===== src/rtl/alu_arbiter.sv =====
// alu_arbiter: shares one ALU between two requesters. A granted command is
// registered onto the ALU inputs, the ALU gets one cycle to settle, and its
// results are captured and returned on a tagged valid/ready response channel.
module alu_arbiter #(
    parameter bit RR    = 1'b1,  // 1 = round-robin, 0 = port 0 always wins
    parameter int CNT_W = 16     // width of the completed-operation counter
) (
    input  logic             clk,
    input  logic             rst,
    input  logic [1:0]       req_valid,
    output logic [1:0]       req_ready,
    input  logic [21:0]      req_ctrl,
    input  logic [255:0]     req_opnd,
    output logic [2:0]       alu_op,
    output logic             alu_form,
    output logic [1:0]       alu_vec,
    output logic [3:0]       alu_logic_select,
    output logic             alu_shift_add,
    output logic [31:0]      alu_a,
    output logic [31:0]      alu_b,
    output logic [31:0]      alu_c,
    output logic [31:0]      alu_d,
    input  logic [31:0]      alu_y1,
    input  logic [31:0]      alu_y2,
    input  logic [7:0]       alu_cmp,
    output logic             rsp_valid,
    input  logic             rsp_ready,
    output logic             rsp_id,
    output logic [31:0]      rsp_y1,
    output logic [31:0]      rsp_y2,
    output logic [7:0]       rsp_cmp,
    output logic [CNT_W-1:0] ops_done
);

    typedef enum logic [1:0] {
        IDLE = 2'd0,
        EXEC = 2'd1,
        RESP = 2'd2
    } state_t;

    state_t           state_q;
    logic             last_q;      // port granted most recently
    logic             id_q;        // port owning the command in flight
    logic [10:0]      alu_ctrl_q;  // {op, form, vec, logic_select, shift_add}
    logic [127:0]     alu_opnd_q;  // {A, B, C, D}
    logic             rsp_valid_q;
    logic             rsp_id_q;
    logic [31:0]      rsp_y1_q;
    logic [31:0]      rsp_y2_q;
    logic [7:0]       rsp_cmp_q;
    logic [CNT_W-1:0] ops_done_q;
    logic [CNT_W-1:0] ops_done_d;

    logic             accept_ok;
    logic             grant;
    logic             accept;
    logic [10:0]      sel_ctrl;
    logic [127:0]     sel_opnd;

    // Pick a port, drive the one-hot ready and select the granted command.
    always_comb begin
        // NOTE: every signal gets a default before any branch, so no path can
        // leave one unassigned and infer a latch.
        grant     = 1'b0;
        req_ready = 2'b00;
        case (req_valid)
            2'b10:   grant = 1'b1;
            2'b11:   grant = RR ? ~last_q : 1'b0;
            default: grant = 1'b0;
        endcase
        accept_ok = (state_q == IDLE) || ((state_q == RESP) && rsp_ready);
        accept    = accept_ok && req_valid[grant];
        if (accept) req_ready[grant] = 1'b1;
        sel_ctrl   = grant ? req_ctrl[21:11]   : req_ctrl[10:0];
        sel_opnd   = grant ? req_opnd[255:128] : req_opnd[127:0];
        ops_done_d = ops_done_q + CNT_W'(1);
    end

    // Sequencer: accept -> EXEC (ALU settles) -> RESP (hold until taken).
    always_ff @(posedge clk) begin
        // NOTE: state is updated with non-blocking assignments so every
        // register samples the values from before this edge.
        if (rst) begin
            state_q     <= IDLE;
            last_q      <= 1'b1;
            id_q        <= 1'b0;
            alu_ctrl_q  <= '0;
            alu_opnd_q  <= '0;
            rsp_valid_q <= 1'b0;
            rsp_id_q    <= 1'b0;
            rsp_y1_q    <= '0;
            rsp_y2_q    <= '0;
            rsp_cmp_q   <= '0;
            ops_done_q  <= '0;
        end else begin
            if (accept) begin
                alu_ctrl_q <= sel_ctrl;
                alu_opnd_q <= sel_opnd;
                id_q       <= grant;
                last_q     <= grant;
            end
            case (state_q)
                IDLE: begin
                    if (accept) state_q <= EXEC;
                end
                EXEC: begin
                    rsp_y1_q    <= alu_y1;
                    rsp_y2_q    <= alu_y2;
                    rsp_cmp_q   <= alu_cmp;
                    rsp_id_q    <= id_q;
                    rsp_valid_q <= 1'b1;
                    state_q     <= RESP;
                end
                RESP: begin
                    if (rsp_ready) begin
                        ops_done_q  <= ops_done_d;
                        rsp_valid_q <= 1'b0;
                        state_q     <= accept ? EXEC : IDLE;
                    end
                end
                default: state_q <= IDLE;
            endcase
        end
    end

    assign {alu_op, alu_form, alu_vec, alu_logic_select, alu_shift_add} = alu_ctrl_q;
    assign {alu_a, alu_b, alu_c, alu_d} = alu_opnd_q;
    assign rsp_valid = rsp_valid_q;
    assign rsp_id    = rsp_id_q;
    assign rsp_y1    = rsp_y1_q;
    assign rsp_y2    = rsp_y2_q;
    assign rsp_cmp   = rsp_cmp_q;
    assign ops_done  = ops_done_q;

endmodule


===== config.mk =====
export PLATFORM = sky130hd
export DESIGN_NAME = alu_arbiter
export DESIGN_NICKNAME = d
export VERILOG_FILES = /design/src/rtl/alu_arbiter.sv
export SDC_FILE = /design/constraint.sdc
export NUM_CORES = 1
export LEC_CHECK = 0
export BUFFER_PORTS_ARGS = -buffer_cell sky130_fd_sc_hd__buf_2
export CAP_MARGIN = 30
export CORE_AREA = 2 2 231 233
export CTS_CLUSTER_DIAMETER = 120
export CTS_CLUSTER_SIZE = 28
export DETAILED_ROUTE_END_ITERATION = 16
export DIE_AREA = 0 0 233 235
export PLACE_DENSITY_LB_ADDON = 0.3
export REMOVE_ABC_BUFFERS = 1
export SYNTH_ARGS = -nofsm -noshare
export SYNTH_HDL_FRONTEND = slang
export SYNTH_SLANG_ARGS = --single-unit

===== constraint.sdc =====
create_clock -name clk -period 1.65 [get_ports clk]
set_clock_uncertainty 0.1 [all_clocks]
set_input_delay 0.0825 -clock clk [delete_from_list [all_inputs] [get_ports clk]]
set_output_delay 0.0825 -clock clk [all_outputs]
set_load 0.05 [all_outputs]

==> results of run 1 <==
## worst max-delay path, cell delays in order (launching register included)
cell and delay, ns:
dfxtp_2 0.35, buf_6 0.11, nor2b_4 0.13, or3_4 0.35, nor2_4 0.10, buf_8 0.15
## cells by family after synthesis
logic type / after synthesis
mux: 139
compound gates: 228
buf+inv: 92
flops: 233
xor+xnor: 10
fa+ha+maj: 1
simple gates: 339
## power by group
part / total, mW / leakage [nW] / internal [mW] / switching, mW
Clock: 3.55 / 0.182 / 1.55 / 2.00
Combinational: 7.21 / 7.06 / 3.09 / 4.12
Sequential: 6.51 / 1.93 / 6.14 / 0.371
## timing repair
| action | 4_1_cts | 5_1_grt |
|---|---|---|
| setup endpoints to repair | 138 | 151 |
| pin swaps | 7 | 119 |
| setup buffers | 4 | 42 |
| resized for setup | 39 | 388 |
| gates cloned | 1 | 36 |
| hold buffers | 354 | 0 |
| hold endpoints to repair | 229 | 0 |
## final cells by class
cell class              count  area [um2]
diodes                      8        20.0
clock buffers              15         353
clock inverters             1        16.3
fillers                  4948       31500
inverters                   3        11.3
multi-input cells         717        5680
flip-flops and latches    233        4670
well taps                 688         861
repair buffers           1115        9080
## routing by layer
| layer | part of all wire [%] | up-vias |
|---|---|---|
| met3 | 6.5 | 126 |
| met1 | 38 | 5708 |
| met2 | 50 | 545 |
| met5 | 0.047 | - |
| li1 | - | 5710 |
| met4 | 4.8 | 4 |
## metrics by stage
stage	area, um2	TNS (ns)	hold WS, ns
2_1_floorplan	9030	-2211.49	0.0516
5_1_grt	20700	-23.69	0.113
3_3_place_gp	13800	-5.28	0.225
6_report	20700	-10.90	0.107
4_1_cts	17900	-20.25	0.0754
3_5_place_dp	13800	-10.70	0.227
## Yosys cell counts
cell | n | area (um2)
or4_4 | 1 | 11.3
inv_1 | 3 | 11.3
xnor2_1 | 6 | 52.6
mux2i_1 | 139 | 1390
and3b_1 | 1 | 8.76
clkbuf_1 | 49 | 184
a21boi_0 | 1 | 7.51
or4_2 | 1 | 8.76
nand2b_1 | 2 | 12.5
nand4_1 | 2 | 12.5
nor2b_1 | 2 | 12.5
nand4_2 | 1 | 12.5
dfxtp_1 | 233 | 4660
nand2_1 | 158 | 593
nand3_1 | 3 | 15.0
a211oi_1 | 139 | 1040
nor4_1 | 2 | 12.5
nor3_2 | 1 | 10.0
nor3_1 | 3 | 15.0
buf_6 | 1 | 11.3
dlymetal6s2s_1 | 1 | 12.5
xor2_1 | 4 | 35.0
and3_1 | 1 | 6.26
ha_1 | 1 | 12.5
buf_1 | 4 | 15.0
a21oi_1 | 83 | 415
nor2_1 | 153 | 574
buf_4 | 1 | 7.51
nand3b_4 | 1 | 20.0
buf_2 | 33 | 165
nand4b_1 | 2 | 17.5
or3_1 | 5 | 31.3
o21ai_0 | 5 | 25.0
## sequential cells by signal (all words and copies together) (netlist names)
signal,count
alu_opnd_q,128
rsp_y1,32
rsp_y2,32
ops_done,16
alu_ctrl_q,11
rsp_cmp,8
state_q,2
id_q,1
last_q,1
rsp_id,1
rsp_valid,1
## path summary, 6_finish.rpt
| check | from | end | slack, ns | cells past startpoint |
|---|---|---|---|---|
| max reg2reg | state_q[1] | alu_opnd_q[27] | -0.19 | 9 |
| max | state_q[1] | req_ready[0] | -0.22 | 5 |
| min reg2reg | rsp_y2[1] | rsp_y2[1] | 0.36 | 2 |
| min | rsp_ready | state_q[0] | 0.11 | 5 |
==> out/summary.md, run 1 <==
• **tightest slew margin relative to the limit** 61.1%
• **portion of the post-synthesis area used by sequential elements** 49.5%
• **initial drt markers** 389
• **startpoint type of the worst setup path** flip-flop
• **mux contribution to synthesized area** 14.8%
• **core area** 0.0522 mm2
• **total vias in the final route** 12100
• **maximum vdd ir drop** 627 uV
• **area enclosed by the die boundary** 0.0548 mm2
• **main combinational cell family by area after synthesis** compound AO/OA/AOI/OAI gates
• **count of standard-cell rows** 84
• **utilization after layout** 39.6%
• **Hold Path Class** in -> reg
• **hold violation total from the final report** 0
• **routed length per instance** 17.8 um
• **DRC errors left** 0
• **synth unique cells** 33
• **final instance count without filler cells** 2780
• **port bufs** 585
• **pin count of the biggest net entering global routing** 75
• **root buffer cell** clkbuf_16
• **commonest non-fill, non-tap cell in the layout** buf_2
• **Final HPWL DP** 30.0 mm
• **routing layer with the top usage in global route** met2
• **average cell area after synthesis** 9.05 um2
• **reported max-cap violation count** 0
• **Die Ht** 235 um
• **cell count after synthesis** 1042
• **clock buffer count from CTS** 12
• **violated checks** setup timing
• **P&R area growth vs syn** 119%
• **actual transition at the worst max-transition pin** 0.583 ns
• **total power density per cell area** 835 mW/mm2
• **overall routed net length** 49.4 mm
• **status** finished with violations
• **number of antenna violations at the first check in global routing** 11
• **commonest non-fill, non-tap cells in the layout** 582 x buf_2, 354 x dlygate4sd3_1, 226 x dfxtp_1, 157 x nand2_1, 135 x a211oi_2
• **number of I/O pins** 586
• **category of the worst setup path capture point** output pin
• **Setup CP Type** reg -> out
• **total global routing overflow** 0
• **number of slew-limit violations in the final report** 0
• **fraction of layout instances using a drive strength above 1** 50.4%
• **gr usage total** 14.5%
• **number of placed cells counting well taps** 2319
• **detailed-routing iteration count for the pre-antenna-repair pass** 5
• **number of nets in the layout** 2438
• **routability congestion estimate** 0.806
• **met1 Use GR** 14.8%
• **via count of the first global-routing pass** 11600
• **effective utilization at floorplan** 18.0%
• **post-synthesis share of cell area spent on xor and xnor gates** 0.929%
• **unrepaired setup endpoints after global routing** yes
• **grt met2 use** 26.3%
• **Arrival @ worst endpoint** 1.68 ns
• **area share of fa/ha/maj cells after synthesis** 0.133%
• **Clock Latency Late Sink** 0.51 ns
• **maximum achievable frequency** 535 MHz
• **CTS HTree Levels** 1
• **global-route wire length before repair** 62.5 mm
• **x dimension of the die** 233 um
• **post-route antenna net violation count** 0
• **setup slack after placement** -0.156 ns
• **static power due to leakage** 9.17 nW
• **Setup Viol. Count Final** 133
• **met3 demand-to-capacity share in global routing** 4.28%
• **maximum number of buffers from clock root to sink** 3
• **CTS tree** built
• **critical path data required time** 1.47 ns
• **number of vias per cell** 4.35
• **period utilisation layout** 113%
• **CP Max Fanout** 3
• **number of flip-flops and latches in the synthesized netlist** 233
• **Power Total** 17.3 mW
• **number of clock sinks seen by CTS** 233
• **final setup slack of the worst path** -0.217 ns
• **clock transition at the registers of the reported paths** 0.11 ns
• **synth warn** 0
• **netlist area before placement** 0.00943 mm2
• **post-synthesis compound-gate area fraction** 15.8%
• **Min Clock Period, post-route** 1.87 ns
• **Post-Synth Simple-Gate Area** 14.6%
(Power assumes the default switching activity.)
==> run 2, diff against run 1 <==
==> constraint.sdc (replaced) <==
create_clock -name clk -period 2.3 [get_ports clk]
set_clock_uncertainty 0.1 [all_clocks]
set_input_delay 0.115 -clock clk [delete_from_list [all_inputs] [get_ports clk]]
set_output_delay 0.115 -clock clk [all_outputs]
set_load 0.05 [all_outputs]
==> run 2 against run 1 <==
The run now ends clean. Hold slack gained 0.014 ns. Critical path depth is 1 higher. Combinational power down 45%. Utilization decreased by 6.1 points. Power fell by 35%. First-iteration DRC count fell by 30%. Global-route usage decreased by 0.59 points. Register-to-register slack gained 0.25 ns. Cell count down 4.4%. Sequential share of layout area increased by 4.1 points. Final area fell by 15%. Clock power is 24% lower. Critical path type is now reg -> reg.
==> out/summary.md, run 2 (synthesis results as in run 1) <==
• **Critical Path Max Stage Delay** 0.59 ns
• **routed length per instance** 15.7 um
• **post-route antenna net violation count** 0
• **Die Ht** 235 um
• **routing layer with the top usage in global route** met2
• **cell type of the slowest stage on the worst timing path** dlygate4sd3_1
• **clock transition at the registers of the reported paths** 0.11 ns
• **gr usage total** 13.9%
• **Clock Latency Late Sink** 0.52 ns
• **Critical Path Most Common Cell** buf_12
• **status** complete, no violations
• **met3 demand-to-capacity share in global routing** 3.94%
• **x dimension of the die** 233 um
• **total global routing overflow** 0
• **period utilisation layout** 97.4%
• **CTS tree** built
• **startpoint type of the worst setup path** flip-flop
• **root buffer cell** clkbuf_16
• **hold violation total from the final report** 0
• **P&R area growth vs syn** 85.5%
• **total vias in the final route** 11100
• **Critical path origin** last_q
• **routability congestion estimate** 0.786
• **maximum achievable frequency** 446 MHz
• **critical path buffer and inverter count** 3
• **number of antenna violations at the first check in global routing** 13
• **Crit path max-delay family** buffers and inverters
• **category of the worst setup path capture point** flip-flop
• **cells traversed along the worst timing path** a21boi_4 -> buf_12 -> buf_12 -> mux2i_1 -> dlygate4sd3_1 -> a211oi_1
• **pin count of the biggest net entering global routing** 75
• **fraction of layout instances using a drive strength above 1** 33.5%
• **commonest non-fill, non-tap cells in the layout** 583 x buf_2, 360 x dlygate4sd3_1, 233 x dfxtp_1, 158 x nand2_1, 153 x nor2_1
• **Setup Viol. Count Final** 0
• **critical path data required time** 2.62 ns
• **met1 Use GR** 14.1%
• **CP Max Fanout** 26
• **tightest slew margin relative to the limit** 57.3%
• **port bufs** 585
• **Setup CP Type** reg -> reg
• **number of vias per cell** 4.17
• **number of clock sinks seen by CTS** 233
• **initial drt markers** 274
• **Arrival @ worst endpoint** 2.57 ns
• **Hold Path Class** in -> reg
• **utilization after layout** 33.5%
• **core area** 0.0522 mm2
• **FF-to-FF Start** last_q
• **total power density per cell area** 646 mW/mm2
• **effective utilization at floorplan** 18.0%
• **maximum vdd ir drop** 371 uV
• **DRC errors left** 0
• **count of standard-cell rows** 84
• **overall routed net length** 41.7 mm
• **Min Clock Period, post-route** 2.24 ns
• **number of fillers in the final layout** 5360
• **static power due to leakage** 8.01 nW
• **largest register by flop count** alu_opnd_q
• **area enclosed by the die boundary** 0.0548 mm2
• **origin of the worst min-delay path** req_valid[0]
• **maximum number of buffers from clock root to sink** 3
• **unrepaired setup endpoints after global routing** no
• **CTS HTree Levels** 1
• **Setup TNS** 0 ns
• **commonest non-fill, non-tap cell in the layout** buf_2
• **global-route wire length before repair** 59.8 mm
• **Final HPWL DP** 29.0 mm
• **clock buffer count from CTS** 12
• **grt met2 use** 26.0%
• **actual transition at the worst max-transition pin** 0.640 ns
• **max FFs per register** 128
• **reported max-cap violation count** 0
• **number of I/O pins** 586
• **detailed-routing iteration count for the pre-antenna-repair pass** 4
• **number of nets in the layout** 2315
• **number of slew-limit violations in the final report** 0
• **via count of the first global-routing pass** 11100
## run 2: cell count changes in the layout (fill, tap and decap cells not counted), moves of 15 or more
cell	change
nor2_1	+99
clkbuf_16	-27
nor2_2	-52
a211oi_2	-135
buf_6	-35
a211oi_1	+135
buf_8	-20
buf_4	-29
nor2_4	-47
mux2i_1	+15
## run 2: path summary, 6_finish.rpt
path	to	slack (ns)	cells past startpoint
setup / recovery	alu_ctrl_q[3]	0.06	6
hold / removal	last_q	0.12	5
setup reg to reg	alu_ctrl_q[3]	0.06	6
hold reg to reg	rsp_y1[12]	0.36	2
## run 2: timing repair
action / CTS / global route
setup endpoints to repair: 1 / 20
cloned: 1 / 2
gates resized for setup: 1 / 0
pin swaps: 1 / 2
hold buffers: 360 / 0
setup buffers: 1 / 2
endpoints found under the hold margin: 222 / 0
## run 2: area by class of cell
| cell class | instances | area [um2] | share of cell area [%] |
|---|---|---|---|
| Tap cell | 688 | 861 | 4.92 |
| Clock inverter | 4 | 73.8 | 0.422 |
| Timing Repair Buffer | 992 | 7140 | 40.8 |
| Sequential cell | 233 | 4660 | 26.7 |
| Inverter | 3 | 11.3 | 0.0644 |
| Antenna cell | 7 | 17.5 | 0.100 |
| Clock buffer | 14 | 339 | 1.94 |
| Multi-Input combinational cell | 717 | 4380 | 25.1 |
## run 2: power breakdown
group	switching [mW]	internal, mW	total (mW)
combinational	2.46	1.53	3.99
sequential	0.186	4.40	4.59
clock	1.42	1.30	2.71
total	4.07	7.23	11.3
## run 2: layer usage
metal | vias to the layer above | share of wire (%) | routed length [um]
met5 | - | 0.089 | 37
met4 | 6 | 3.1 | 1290
met2 | 427 | 51 | 21000
li1 | 5479 | - | -
met1 | 5114 | 38 | 16000
met3 | 60 | 8.0 | 3330
## run 2: worst register-to-register path, stage by stage, from the launching register on
cell and delay (ns):
dfxtp_1 0.35, a21boi_4 0.24, buf_12 0.21, buf_12 0.27, mux2i_1 0.14, dlygate4sd3_1 0.59, a211oi_1 0.24
## run 2: through the flow
| step | worst slack, ns | cells | cell area, um2 | hold slack [ns] | power (mW) |
|---|---|---|---|---|---|
| after global placement | 0.342 | 2267 | 13400 | 0.258 | 7.96 |
| after global routing | 0.00421 | 2658 | 17500 | 0.174 | 11.8 |
| after detailed placement | 0.348 | 2267 | 13400 | 0.262 | 7.99 |
| final | 0.0590 | 2658 | 17500 | 0.121 | 11.3 |
| after CTS | 0.0397 | 2647 | 17400 | 0.112 | 11.4 |
| after floorplan | -16.62 | 953 | 9030 | 0.0841 | 7.22 |
==> run 3, diff against run 2 <==
--- a/config.mk
+++ b/config.mk
@@ -7,11 +7,11 @@
 export LEC_CHECK = 0
 export BUFFER_PORTS_ARGS = -buffer_cell sky130_fd_sc_hd__buf_2
 export CAP_MARGIN = 30
-export CORE_AREA = 2 2 231 233
+export CORE_AREA = 2 2 227 229
 export CTS_CLUSTER_DIAMETER = 120
 export CTS_CLUSTER_SIZE = 28
 export DETAILED_ROUTE_END_ITERATION = 16
-export DIE_AREA = 0 0 233 235
+export DIE_AREA = 0 0 229 231
 export PLACE_DENSITY_LB_ADDON = 0.3
 export REMOVE_ABC_BUFFERS = 1
 export SYNTH_ARGS = -nofsm -noshare
==> run 3 against run 2 <==
Critical path depth is 1 higher. Sequential power hardly changed. Utilization is 1.4 points higher. Sequential share of layout area is 0.27 points lower.
==> out/summary.md, run 3 (synthesis results as in run 1) <==
• **Setup Viol. Count Final** 0
• **area enclosed by the die boundary** 0.0529 mm2
• **clock buffer count from CTS** 12
• **maximum number of buffers from clock root to sink** 3
• **Hold Path Class** in -> reg
• **initial drt markers** 357
• **commonest non-fill, non-tap cell in the layout** buf_2
• **number of fillers in the final layout** 5213
• **core area** 0.0507 mm2
• **category of the worst setup path capture point** flip-flop
• **worst hold-check slack** 0.204 ns
• **count of standard-cell rows** 83
• **effective utilization at floorplan** 18.6%
• **number of clock sinks seen by CTS** 233
• **total global routing overflow** 0
• **static power due to leakage** 8.12 nW
• **number of vias per cell** 4.18
• **pin count of the biggest net entering global routing** 63
• **setup slack after placement** 0.361 ns
• **post-route antenna net violation count** 0
• **Setup TNS** 0 ns
• **critical path data required time** 2.66 ns
• **period utilisation layout** 98.0%
• **number of placed cells counting well taps** 2251
• **global-route wire length before repair** 60.1 mm
• **gr usage total** 14.1%
• **Seq. cell area** 0.00467 mm2
• **number of slew-limit violations in the final report** 0
• **x dimension of the die** 229 um
• **final instance count without filler cells** 2662
• **root buffer cell** clkbuf_16
• **detailed-routing iteration count for the pre-antenna-repair pass** 4
• **DRC errors left** 0
• **final setup slack of the worst path** 0.0449 ns
• **via count of the first global-routing pass** 11100
• **hold violation total from the final report** 0
• **Min Clock Period, post-route** 2.26 ns
• **overall routed net length** 41.4 mm
• **CTS tree** built
• **Clock Latency Late Sink** 0.52 ns
• **largest register by flop count** alu_opnd_q
• **status** complete, no violations
• **utilization after layout** 34.9%
• **Die Ht** 231 um
• **area of combinational cells with multiple inputs** 0.00441 mm2
• **Setup CP Type** reg -> reg
• **clock transition at the registers of the reported paths** 0.11 ns
• **commonest non-fill, non-tap cells in the layout** 583 x buf_2, 375 x dlygate4sd3_1, 232 x dfxtp_1, 158 x nand2_1, 153 x nor2_1
• **tightest slew margin relative to the limit** 58.6%
• **reported max-cap violation count** 0
• **port bufs** 585
• **cell area after placement** 0.0133 mm2
• **Power Total** 11.3 mW
• **P&R area growth vs syn** 87.5%
• **total power density per cell area** 637 mW/mm2
• **startpoint type of the worst setup path** flip-flop
• **CP Max Fanout** 44
• **design area** 0.0177 mm2
• **routability congestion estimate** 0.915
• **routed length per instance** 15.6 um
• **unrepaired setup endpoints after global routing** yes
• **maximum achievable frequency** 443 MHz
• **total vias in the final route** 11100
• **Final HPWL DP** 27.7 mm
• **actual transition at the worst max-transition pin** 0.615 ns
• **CTS HTree Levels** 1
• **number of nets in the layout** 2331
• **number of antenna violations at the first check in global routing** 8
• **fraction of layout instances using a drive strength above 1** 33.5%
• **maximum vdd ir drop** 403 uV
• **Arrival @ worst endpoint** 2.62 ns
• **number of I/O pins** 586
• **max FFs per register** 128
[run 3: cell types whose count changed in the layout (fill, tap and decap cells not counted), moves of 2 or more]
cell           previous run  this run
dlygate4sd3_1           360       375
a211oi_1                139       136
a211oi_2                  0         3
buf_4                    30        27
diode_2                   7         4
clkbuf_16                15        17
[run 3: worst max-delay path, cell delays in order, from the launching register on]
cell           delay [ns]
dfxtp_2              0.40
nor2b_1              0.19
nor3_4               0.27
buf_4                0.17
buf_12               0.20
nor2_1               0.07
a211oi_1             0.20
dlygate4sd3_1        0.57
[run 3: routing by layer]
layer  up-vias  share of wire [%]  track usage, %
li1       5509                  -               -
met1      5094                 40            15.3
met2       432                 50            25.7
met3        81                7.2            3.96
met4         2                3.3            6.01
met5         -              0.017               0
[run 3: cell type report]
cell class | count | share of cell area, %
multi-input combinational | 718 | 25.0
tap | 680 | 4.81
inverter | 3 | 0.0637
clock buffer | 15 | 2.00
timing repair buffer | 1007 | 41.4
sequential | 233 | 26.4
antenna | 4 | 0.0566
clock inverter | 2 | 0.262
[run 3: path summary, 6_finish.rpt]
path	to	slack [ns]	cells past startpoint	startpoint
worst min-delay path	state_q[0]	0.20	4	req_valid[1]
worst max register to register	alu_ctrl_q[5]	0.04	7	state_q[1]
worst max-delay path	alu_ctrl_q[5]	0.04	7	state_q[1]
worst min register to register	rsp_y2[19]	0.36	2	rsp_y2[19]
[run 3: timing repair]
item,CTS,global route
gates resized for setup,1,9
endpoints found under the hold margin,219,0
pin swaps,0,2
gates cloned,0,6
endpoints found under the setup margin,1,84
hold buffers,375,0
setup buffers,0,9
[run 3: power by group]
group	internal [mW]	switching (mW)
clock	1.22	1.43
sequential	4.40	0.185
combinational	1.56	2.46
